--- src/rtl/fifo_pkg.sv ---
// Shared helpers for the dual-clock FIFO: width-generic Gray conversions and
// configuration limits checked at elaboration by the FIFO controllers.
package fifo_pkg;

    localparam int unsigned MIN_ADDR_SIZE   = 2;
    localparam int unsigned MIN_SYNC_STAGES = 2;
    localparam int unsigned MAX_PTR_W       = 32;

    typedef logic [MAX_PTR_W-1:0] ptr_word_t;

    // Callers zero-extend into ptr_word_t and truncate the result to their width.
    function automatic ptr_word_t bin2gray(input ptr_word_t b);
        return b ^ (b >> 1);
    endfunction

    function automatic ptr_word_t gray2bin(input ptr_word_t g);
        ptr_word_t b;
        b = g;
        for (int i = 1; i < MAX_PTR_W; i++) begin
            b = b ^ (g >> i);
        end
        return b;
    endfunction

endpackage

--- src/rtl/ptr_sync_nstage.sv ---
// N-flop bus synchronizer for Gray-coded pointers crossing clock domains.
// Also exposes the value the output stage will load at the next edge.
module ptr_sync_nstage #(
    parameter int unsigned WIDTH  = 5,
    parameter int unsigned STAGES = 2
) (
    input  logic             i_clk,
    input  logic             i_rst_n,
    input  logic [WIDTH-1:0] i_d,
    output logic [WIDTH-1:0] o_q,
    output logic [WIDTH-1:0] o_q_nxt
);

    logic [WIDTH-1:0] r_stage [STAGES];

    always_ff @(posedge i_clk or negedge i_rst_n) begin
        if (!i_rst_n) begin
            for (int i = 0; i < STAGES; i++) begin
                r_stage[i] <= '0;
            end
        end else begin
            r_stage[0] <= i_d;
            for (int i = 1; i < STAGES; i++) begin
                r_stage[i] <= r_stage[i-1];
            end
        end
    end

    assign o_q     = r_stage[STAGES-1];
    assign o_q_nxt = r_stage[STAGES-2];

endmodule

--- src/rtl/fifo_rd_fwft_ctrl.sv ---
// Read-domain controller of the dual-clock FIFO: first-word-fall-through output
// through a 2-entry register buffer fed by a 1-cycle-latency memory port.
module fifo_rd_fwft_ctrl
    import fifo_pkg::*;
#(
    parameter int unsigned DATA_SIZE   = 12,
    parameter int unsigned ADDR_SIZE   = 12,
    parameter int unsigned SYNC_STAGES = 2
) (
    input  logic                 rclk,
    input  logic                 wrst,
    input  logic [ADDR_SIZE:0]   wptr_gray,
    output logic [ADDR_SIZE:0]   rptr_gray,
    output logic                 mem_ren,
    output logic [ADDR_SIZE-1:0] raddr,
    input  logic [DATA_SIZE-1:0] mem_rdata,
    output logic [DATA_SIZE-1:0] rd_data,
    output logic                 rd_valid,
    input  logic                 rd_ready,
    input  logic [ADDR_SIZE:0]   ae_thresh,
    output logic [ADDR_SIZE:0]   rlevel,
    output logic                 rempty,
    output logic                 ralmost_empty
);

    localparam int unsigned PW = ADDR_SIZE + 1;

    if (ADDR_SIZE < MIN_ADDR_SIZE) begin : g_bad_addr_size
        $error("fifo_rd_fwft_ctrl: ADDR_SIZE must be at least 2");
    end
    if (SYNC_STAGES < MIN_SYNC_STAGES) begin : g_bad_sync_stages
        $error("fifo_rd_fwft_ctrl: SYNC_STAGES must be at least 2");
    end

    logic [PW-1:0]        w_wptr_s, w_wptr_s_nxt, w_wbin_s, w_wbin_s_nxt;
    logic [PW-1:0]        w_rpop_nxt, w_level_nxt;
    logic                 w_pop, w_avail, w_room, w_ren;
    logic [1:0]           w_cnt_kept, w_ob_cnt_nxt;
    logic [2:0]           w_occupancy;
    logic [DATA_SIZE-1:0] w_ob_data_nxt [2];

    logic [PW-1:0]        r_rbin, r_rpop, r_rptr_gray, r_rlevel;
    logic                 r_inflight, r_rd_valid, r_rempty, r_ralmost_empty;
    logic [1:0]           r_ob_cnt;
    logic [DATA_SIZE-1:0] r_ob_data [2];

    ptr_sync_nstage #(
        .WIDTH  (PW),
        .STAGES (SYNC_STAGES)
    ) u_wptr_sync (
        .i_clk   (rclk),
        .i_rst_n (wrst),
        .i_d     (wptr_gray),
        .o_q     (w_wptr_s),
        .o_q_nxt (w_wptr_s_nxt)
    );

    assign w_wbin_s     = PW'(gray2bin(ptr_word_t'(w_wptr_s)));
    assign w_wbin_s_nxt = PW'(gray2bin(ptr_word_t'(w_wptr_s_nxt)));

    assign w_pop       = r_rd_valid & rd_ready;
    assign w_avail     = (w_wbin_s - r_rbin) != '0;
    // Buffer entries committed after this edge if nothing new is issued.
    assign w_occupancy = {1'b0, r_ob_cnt} + {2'b00, r_inflight} - {2'b00, w_pop};
    assign w_room      = w_occupancy < 3'd2;
    assign w_ren       = w_avail & w_room;

    assign w_rpop_nxt  = r_rpop + PW'(w_pop);
    assign w_level_nxt = w_wbin_s_nxt - w_rpop_nxt;
    assign w_cnt_kept  = r_ob_cnt - {1'b0, w_pop};

    always_comb begin
        w_ob_data_nxt = r_ob_data;
        if (w_pop) begin
            w_ob_data_nxt[0] = r_ob_data[1];
        end
        if (r_inflight) begin
            w_ob_data_nxt[w_cnt_kept[0]] = mem_rdata;
        end
        w_ob_cnt_nxt = w_cnt_kept + {1'b0, r_inflight};
    end

    always_ff @(posedge rclk or negedge wrst) begin
        if (!wrst) begin
            r_rbin          <= '0;
            r_rpop          <= '0;
            r_inflight      <= 1'b0;
            r_ob_cnt        <= '0;
            r_ob_data[0]    <= '0;
            r_ob_data[1]    <= '0;
            r_rd_valid      <= 1'b0;
            r_rptr_gray     <= '0;
            r_rlevel        <= '0;
            r_rempty        <= 1'b1;
            r_ralmost_empty <= 1'b1;
        end else begin
            r_rbin          <= r_rbin + PW'(w_ren);
            r_rpop          <= w_rpop_nxt;
            r_inflight      <= w_ren;
            r_ob_cnt        <= w_ob_cnt_nxt;
            r_ob_data       <= w_ob_data_nxt;
            r_rd_valid      <= w_ob_cnt_nxt != 2'd0;
            r_rptr_gray     <= PW'(bin2gray(ptr_word_t'(w_rpop_nxt)));
            r_rlevel        <= w_level_nxt;
            r_rempty        <= w_level_nxt == '0;
            r_ralmost_empty <= w_level_nxt <= ae_thresh;
        end
    end

    assign rptr_gray     = r_rptr_gray;
    assign mem_ren       = w_ren;
    assign raddr         = r_rbin[ADDR_SIZE-1:0];
    assign rd_data       = r_ob_data[0];
    assign rd_valid      = r_rd_valid;
    assign rlevel        = r_rlevel;
    assign rempty        = r_rempty;
    assign ralmost_empty = r_ralmost_empty;

endmodule

--- config.mk ---
export PLATFORM = sky130hd
export DESIGN_NAME = fifo_rd_fwft_ctrl
export DESIGN_NICKNAME = d
export VERILOG_FILES = /design/src/rtl/fifo_pkg.sv /design/src/rtl/ptr_sync_nstage.sv /design/src/rtl/fifo_rd_fwft_ctrl.sv
export SDC_FILE = /design/constraint.sdc
export NUM_CORES = 1
export LEC_CHECK = 0
export BUFFER_PORTS_ARGS = -buffer_cell sky130_fd_sc_hd__buf_2
export CAP_MARGIN = 5
export CORE_ASPECT_RATIO = 1.25
export CORE_MARGIN = 5
export CORE_UTILIZATION = 44
export CTS_CLUSTER_SIZE = 24
export DETAILED_ROUTE_END_ITERATION = 10
export GPL_TIMING_DRIVEN = 0
export SLEW_MARGIN = 20
export SYNTH_ARGS = -nofsm -noshare
export SYNTH_HDL_FRONTEND = slang
export SYNTH_SLANG_ARGS = --single-unit
export TNS_END_PERCENT = 5
--- constraint.sdc ---
create_clock -name rclk -period 14.4 [get_ports rclk]
set_input_delay 0.72 -clock rclk [delete_from_list [all_inputs] [get_ports rclk]]
set_output_delay 0.72 -clock rclk [all_outputs]
set_load 0.01 [all_outputs]
======== Yosys cells after proc, flatten, opt, wreduce, memory -nomap -nowiden ========
Cells that the tools add are included.
storage, ports and cells
  output and inout port bits .............. 54
  input bits .............................. 41
  logic and storage cells ................. 62
  flip-flop bits (word level) ............. 108
operators by class
  add/subtract/negate cells ............... 8
  muxes and demuxes ....................... 5
  bitwise operators ....................... 28
  magnitude comparators ................... 4
  reductions and logical operators ........ 4
operators by type and width
  operator                                                               count
  13-bit by 12-bit XOR with 13-bit output                                3
  13-bit by 1-bit adder with 13-bit output                               2
  13-bit subtractor                                                      2
  13-bit by 1-bit XOR with 13-bit output                                 2
  13-bit by 10-bit XOR with 13-bit output                                2
  13-bit by 11-bit XOR with 13-bit output                                2
  13-bit by 2-bit XOR with 13-bit output                                 2
  13-bit by 3-bit XOR with 13-bit output                                 2
  13-bit by 4-bit XOR with 13-bit output                                 2
  13-bit by 5-bit XOR with 13-bit output                                 2
  13-bit by 6-bit XOR with 13-bit output                                 2
  13-bit by 7-bit XOR with 13-bit output                                 2
  13-bit by 8-bit XOR with 13-bit output                                 2
  13-bit by 9-bit XOR with 13-bit output                                 2
  24-bit bitwise mux                                                     1
  12-bit 2-to-1 mux                                                      2
  24-bit 2-to-1 mux                                                      1
  13-bit less-or-equal comparator                                        1
  13-bit logical NOT                                                     1
  13-bit nonzero test                                                    1
  12-bit demux with 1-bit select                                         1
  2-bit by 1-bit adder with 3-bit output                                 1
  3-bit by 2-bit < comparator with 1-bit output (second input constant)  1
  3-bit by 1-bit subtractor with 3-bit output                            1
  other kinds (8)                                                        9

======== Longest topological paths before layout ========
  depth in word-level cells ............... 16
  depth in mapped cells ................... 22
  depth with buffers taken out ............ 22

======== By module ========
Synthesis repeated with hierarchy kept, for this count alone.
second synthesis, totals
  cells, all modules ...................... 532
  area total of the unflattened synthesis .. 5801.8 sq um
by module, submodules not included
  module             times used  cells an instance  area an instance (sq um)
  fifo_rd_fwft_ctrl  1           506                5151.2
  ptr_sync_nstage    1           26                 650.6

======== Least setup slack after synthesis ========
No wires, ideal clock.
  kind .................................... flip-flop to flip-flop
  from .................................... register u_wptr_sync.r_stage, in the netlist u_wptr_sync.o_q_nxt[12]
  to ...................................... register r_ralmost_empty, in the netlist ralmost_empty
  buffers on the path ..................... 0
  data arrival time ....................... 4472 ps
  setup time .............................. 105 ps
  cell stages (with the launch flop) ...... 23
  data required time ...................... 14295 ps
  path slack .............................. 9823 ps
  clock period less this slack ............ 4577 ps
  cell sequence ........................... dfrtp_1 -> xor2_1 -> xnor2_1 -> xor2_1 -> xor2_1 -> xor2_1 -> xnor2_2 -> xnor2_1 -> ha_1 -> inv_1 -> fa_1 -> a21o_1 -> a21oi_1 -> o21ai_0 -> a31oi_1 -> o21bai_1 -> a21oi_1 -> xnor2_1 -> ha_1 -> nor3_1 -> o211ai_1 -> a221o_1 -> o41ai_1
on the way
  elaborated cells on any way between the ends .. 14
  those cells by class .................... add/sub (1); order compare (1); bitwise (12)
RTL lines
  what                                      line                      RTL
  start, declared                           ptr_sync_nstage.sv:14     logic [WIDTH-1:0] r_stage [STAGES];
  start signal, assigned by index           ptr_sync_nstage.sv:24     r_stage[i] <= r_stage[i-1];
  13-bit by 11-bit XOR with 13-bit output   fifo_pkg.sv:20            b = b ^ (g >> i);
  13-bit by 10-bit XOR with 13-bit output   fifo_pkg.sv:20
  13-bit by 9-bit XOR with 13-bit output    fifo_pkg.sv:20
  13-bit by 8-bit XOR with 13-bit output    fifo_pkg.sv:20
  13-bit by 7-bit XOR with 13-bit output    fifo_pkg.sv:20
  13-bit by 6-bit XOR with 13-bit output    fifo_pkg.sv:20
  13-bit by 5-bit XOR with 13-bit output    fifo_pkg.sv:20
  13-bit by 4-bit XOR with 13-bit output    fifo_pkg.sv:20
  13-bit by 3-bit XOR with 13-bit output    fifo_pkg.sv:20
  13-bit by 2-bit XOR with 13-bit output    fifo_pkg.sv:20
  13-bit by 1-bit XOR with 13-bit output *  fifo_pkg.sv:20
  13-bit subtractor *                       fifo_rd_fwft_ctrl.sv:69   assign w_level_nxt = w_wbin_s_nxt - w_rpop_nxt;
  via w_level_nxt[10]                       fifo_rd_fwft_ctrl.sv:36   logic [PW-1:0] w_rpop_nxt, w_level_nxt;
  13-bit less-or-equal comparator *         fifo_rd_fwft_ctrl.sv:106  r_ralmost_empty <= w_level_nxt <= ae_thresh;
  end signal, assigned                      fifo_rd_fwft_ctrl.sv:106
  end, declared                             fifo_rd_fwft_ctrl.sv:43   logic r_inflight, r_rd_valid, r_rempty, r_ralmost_empty;
The timed path passes the listed nets; every way through them passes the cells marked *.
A chain may end at the register's enable or synchronous reset.

======== Final worst setup path ========
Same ends and word-level chain as after synthesis.

==> impl_metrics.ini <==
[run_status]
status = complete, no violations

[placement]
io_buffers = 94
place_inst = 786
hpwl_um = 8790
pre_cts_ws_ns = 8.85
gp_congestion = 0.804

[layout]
antenna_cells = 0
area_growth_pct = 17.3
fin_nets = 716
final_cell_count_no_fill = 802
drive_gt1_share_pct = 24.8
regArea_mm2 = 0.00268
fillers = 1180
multiInputGateArea_mm2 = 0.00263

[synth]
syn_area_per_cell_um2 = 11.0
synth_cells = 523
synth.most_common_cell = dfrtp_1
synth_seq_area_share_pct = 46.8
async_flop_share_pct = 100
synthTopCellsByCount = 105 x dfrtp_1, 58 x inv_1, 49 x xnor2_1
yosys_warnings = 0
yosys.area.top_type = dfrtp_1
syn_nets = 610
synth_top_cell_area_share_pct = 45.9
synth.distinct_cells = 46
syn_area_mm2 = 0.00573
synth.area.top_cells = dfrtp_1 46%, ha_1 9.6%, xnor2_1 7.5%
ys.flop_type = dfrtp_1
ys_ff_latch = 107
synth_edf_count = 0

[routing]
vias_per_cell = 4.89
firstDrtPassIters = 4
drc = 0
drtAntennaViolNets = 0
via_count = 3921
wire_per_inst_um = 14.3
drtIter0Drc = 122
drt-total-wl_um = 11500

[die]
initial_core_util_pct = 45.0
top_level_ports = 95
dieArea_mm2 = 0.0154
die_height_um = 138
rows = 46
core_mm2 = 0.0127
die_width_um = 112

[cts]
clock_path_buffers = 2
clock_sinks = 107
cts_tree = yes
ctsResizeCount = 0
clock_latency_ns = 0.35
cts_buffers = 9
holdBufCountCts = 0
cts_root_buf = clkbuf_16
cts_max_level = 3
clk_pin_slew_ns = 0.07
postCtsSetupRepairBufs = 0

[min_path]
hp-class = in2async

[critical_path]
required_ns = 14.65
worst-path-max-fanout = 6
cp-start-kind = flip-flop
cp.arrival_ns = 5.64
crit_type = reg2reg
end_kind = flip-flop

[power_and_ir_drop]
seq_power_share_pct = 30.4
p_clk_share_pct = 16.2
p_int_w = 0.000867
finalPower_w = 0.00146
pwr-share-comb_pct = 53.4
ir_drop_mv = 0.158
p_sw_share_pct = 40.4
switchingPower_w = 0.000588
power_density_mw_per_mm2 = 216
total_leakage_power_nw = 3.33

[sta]
max_freq_ghz = 0.186
finalWorstSetupSlack_ns = 9.01
slew_viol_final = 0
worstMarginPinSlew_ns = 0.781
fin_skew_ns = 0.0110
rsz0062_at_grt = false
finalSetupViolations = 0
finalCriticalPeriod_ns = 5.39
hold_violations = 0
tns_ns = 0
slew_headroom_pct = 47.9
period_share_pct = 37.4

[grt]
overflow = 0
grt_pass1_wl_um = 19300
grt_usage_pct = 15.6
antenna_found_initial = 0
grt_max_degree = 63
grt_pass1_vias = 4098

[flow_run]
cap_viol_max_count = 0
-- worst max-delay path, cell delays in order (launching register included) --
cell      delay (ns)
dfrtp_1         0.43
xor2_1          0.30
xnor2_1         0.21
xor2_1          0.25
xor2_1          0.26
xor2_1          0.40
xnor2_2         0.24
xnor2_1         0.22
ha_1            0.20
inv_1           0.06
fa_1            0.40
a21o_1          0.18
a21oi_1         0.26
o21ai_0         0.15
a31oi_1         0.38
o21bai_1        0.10
a21oi_1         0.18
xnor2_1         0.14
ha_1            0.22
nor3_1          0.19
o211ai_1        0.13
a221o_1         0.34
o41ai_1         0.07
-- cell type report --
type | instances | area share (%)
clock inverter | 5 | 0.670
buffer | 29 | 3.02
multi-input combinational | 329 | 39.1
clock buffer | 11 | 3.46
inverter | 58 | 3.24
sequential | 107 | 39.9
timing repair buffer | 95 | 7.50
tap | 168 | 3.13
-- metrics by stage --
stage	util (%)	cell area, µm²	hold WS (ns)
detailed placement	50.7	6440	0.378
floorplan	-	5730	0.372
global placement	50.4	6410	0.387
finish	52.8	6720	0.296
global route	52.8	6720	0.316
CTS	52.8	6720	0.302
-- per-layer routing --
layer  up-vias  track usage, %  wire (µm)
li1       1942               -          -
met1      1895            17.3       4560
met2        68            28.7       6150
met3        16            4.13        494
met4         0            6.08        260
met5         -               0          0
-- cell usage in the layout, fill, tap and decap left out, types with 6 or more instances in the layout --
| cell | synthesis | routed |
|---|---|---|
| a21o_1 | 7 | 7 |
| a21oi_1 | 20 | 20 |
| buf_2 | 0 | 93 |
| buf_4 | 25 | 25 |
| clkbuf_16 | 0 | 9 |
| dfrtp_1 | 105 | 105 |
| ha_1 | 44 | 44 |
| inv_1 | 58 | 58 |
| mux2_2 | 12 | 12 |
| mux2i_1 | 13 | 13 |
| nand2_1 | 28 | 28 |
| nand2b_1 | 6 | 6 |
| nand3_1 | 14 | 14 |
| nor2_1 | 8 | 8 |
| nor3_1 | 14 | 14 |
| o21ai_0 | 28 | 28 |
| xnor2_1 | 49 | 49 |
| xor2_1 | 27 | 27 |
-- power groups by stage --
stage | combinational (W) | clock (W) | sequential (W)
2_1_floorplan | 0.000555 | 0 | 0.000453
3_3_place_gp | 0.000767 | 0 | 0.000445
3_5_place_dp | 0.000782 | 0 | 0.000448
4_1_cts | 0.000791 | 0.000243 | 0.000444
5_1_grt | 0.000880 | 0.000256 | 0.000454
6_report | 0.000777 | 0.000236 | 0.000442
-- path summary, 6_finish.rpt --
| kind | to | slack, ns | from | cells after the start |
|---|---|---|---|---|
| max reg2reg | ralmost_empty | 9.01 | u_wptr_sync.o_q_nxt[12] | 22 |
| min in group rclk | u_wptr_sync.o_q[0] | 0.39 | u_wptr_sync.o_q_nxt[0] | 0 |
| min | u_wptr_sync.o_q_nxt[0] | 0.30 | wrst | 1 |
| max in group asynchronous | rempty | 13.42 | wrst | 2 |
| min reg2reg | u_wptr_sync.o_q[0] | 0.39 | u_wptr_sync.o_q_nxt[0] | 0 |
| max | ralmost_empty | 9.01 | u_wptr_sync.o_q_nxt[12] | 22 |
-- cells by family (layout without fill, tap and decap cells) --
| logic type | after synthesis | after routing | share of synthesized area, % |
|---|---|---|---|
| AO/OA/AOI/OAI | 79 | 79 | 8.32 |
| XOR/XNOR | 84 | 84 | 14.1 |
| adder cells (fa/ha/maj) | 46 | 46 | 10.3 |
| buffers and inverters | 87 | 198 | 7.34 |
| flip-flops | 107 | 107 | 46.8 |
| multiplexers | 25 | 25 | 4.63 |
| AND/OR/NAND/NOR | 95 | 95 | 8.54 |
Note: power is estimated with default switching activity, not from simulation.
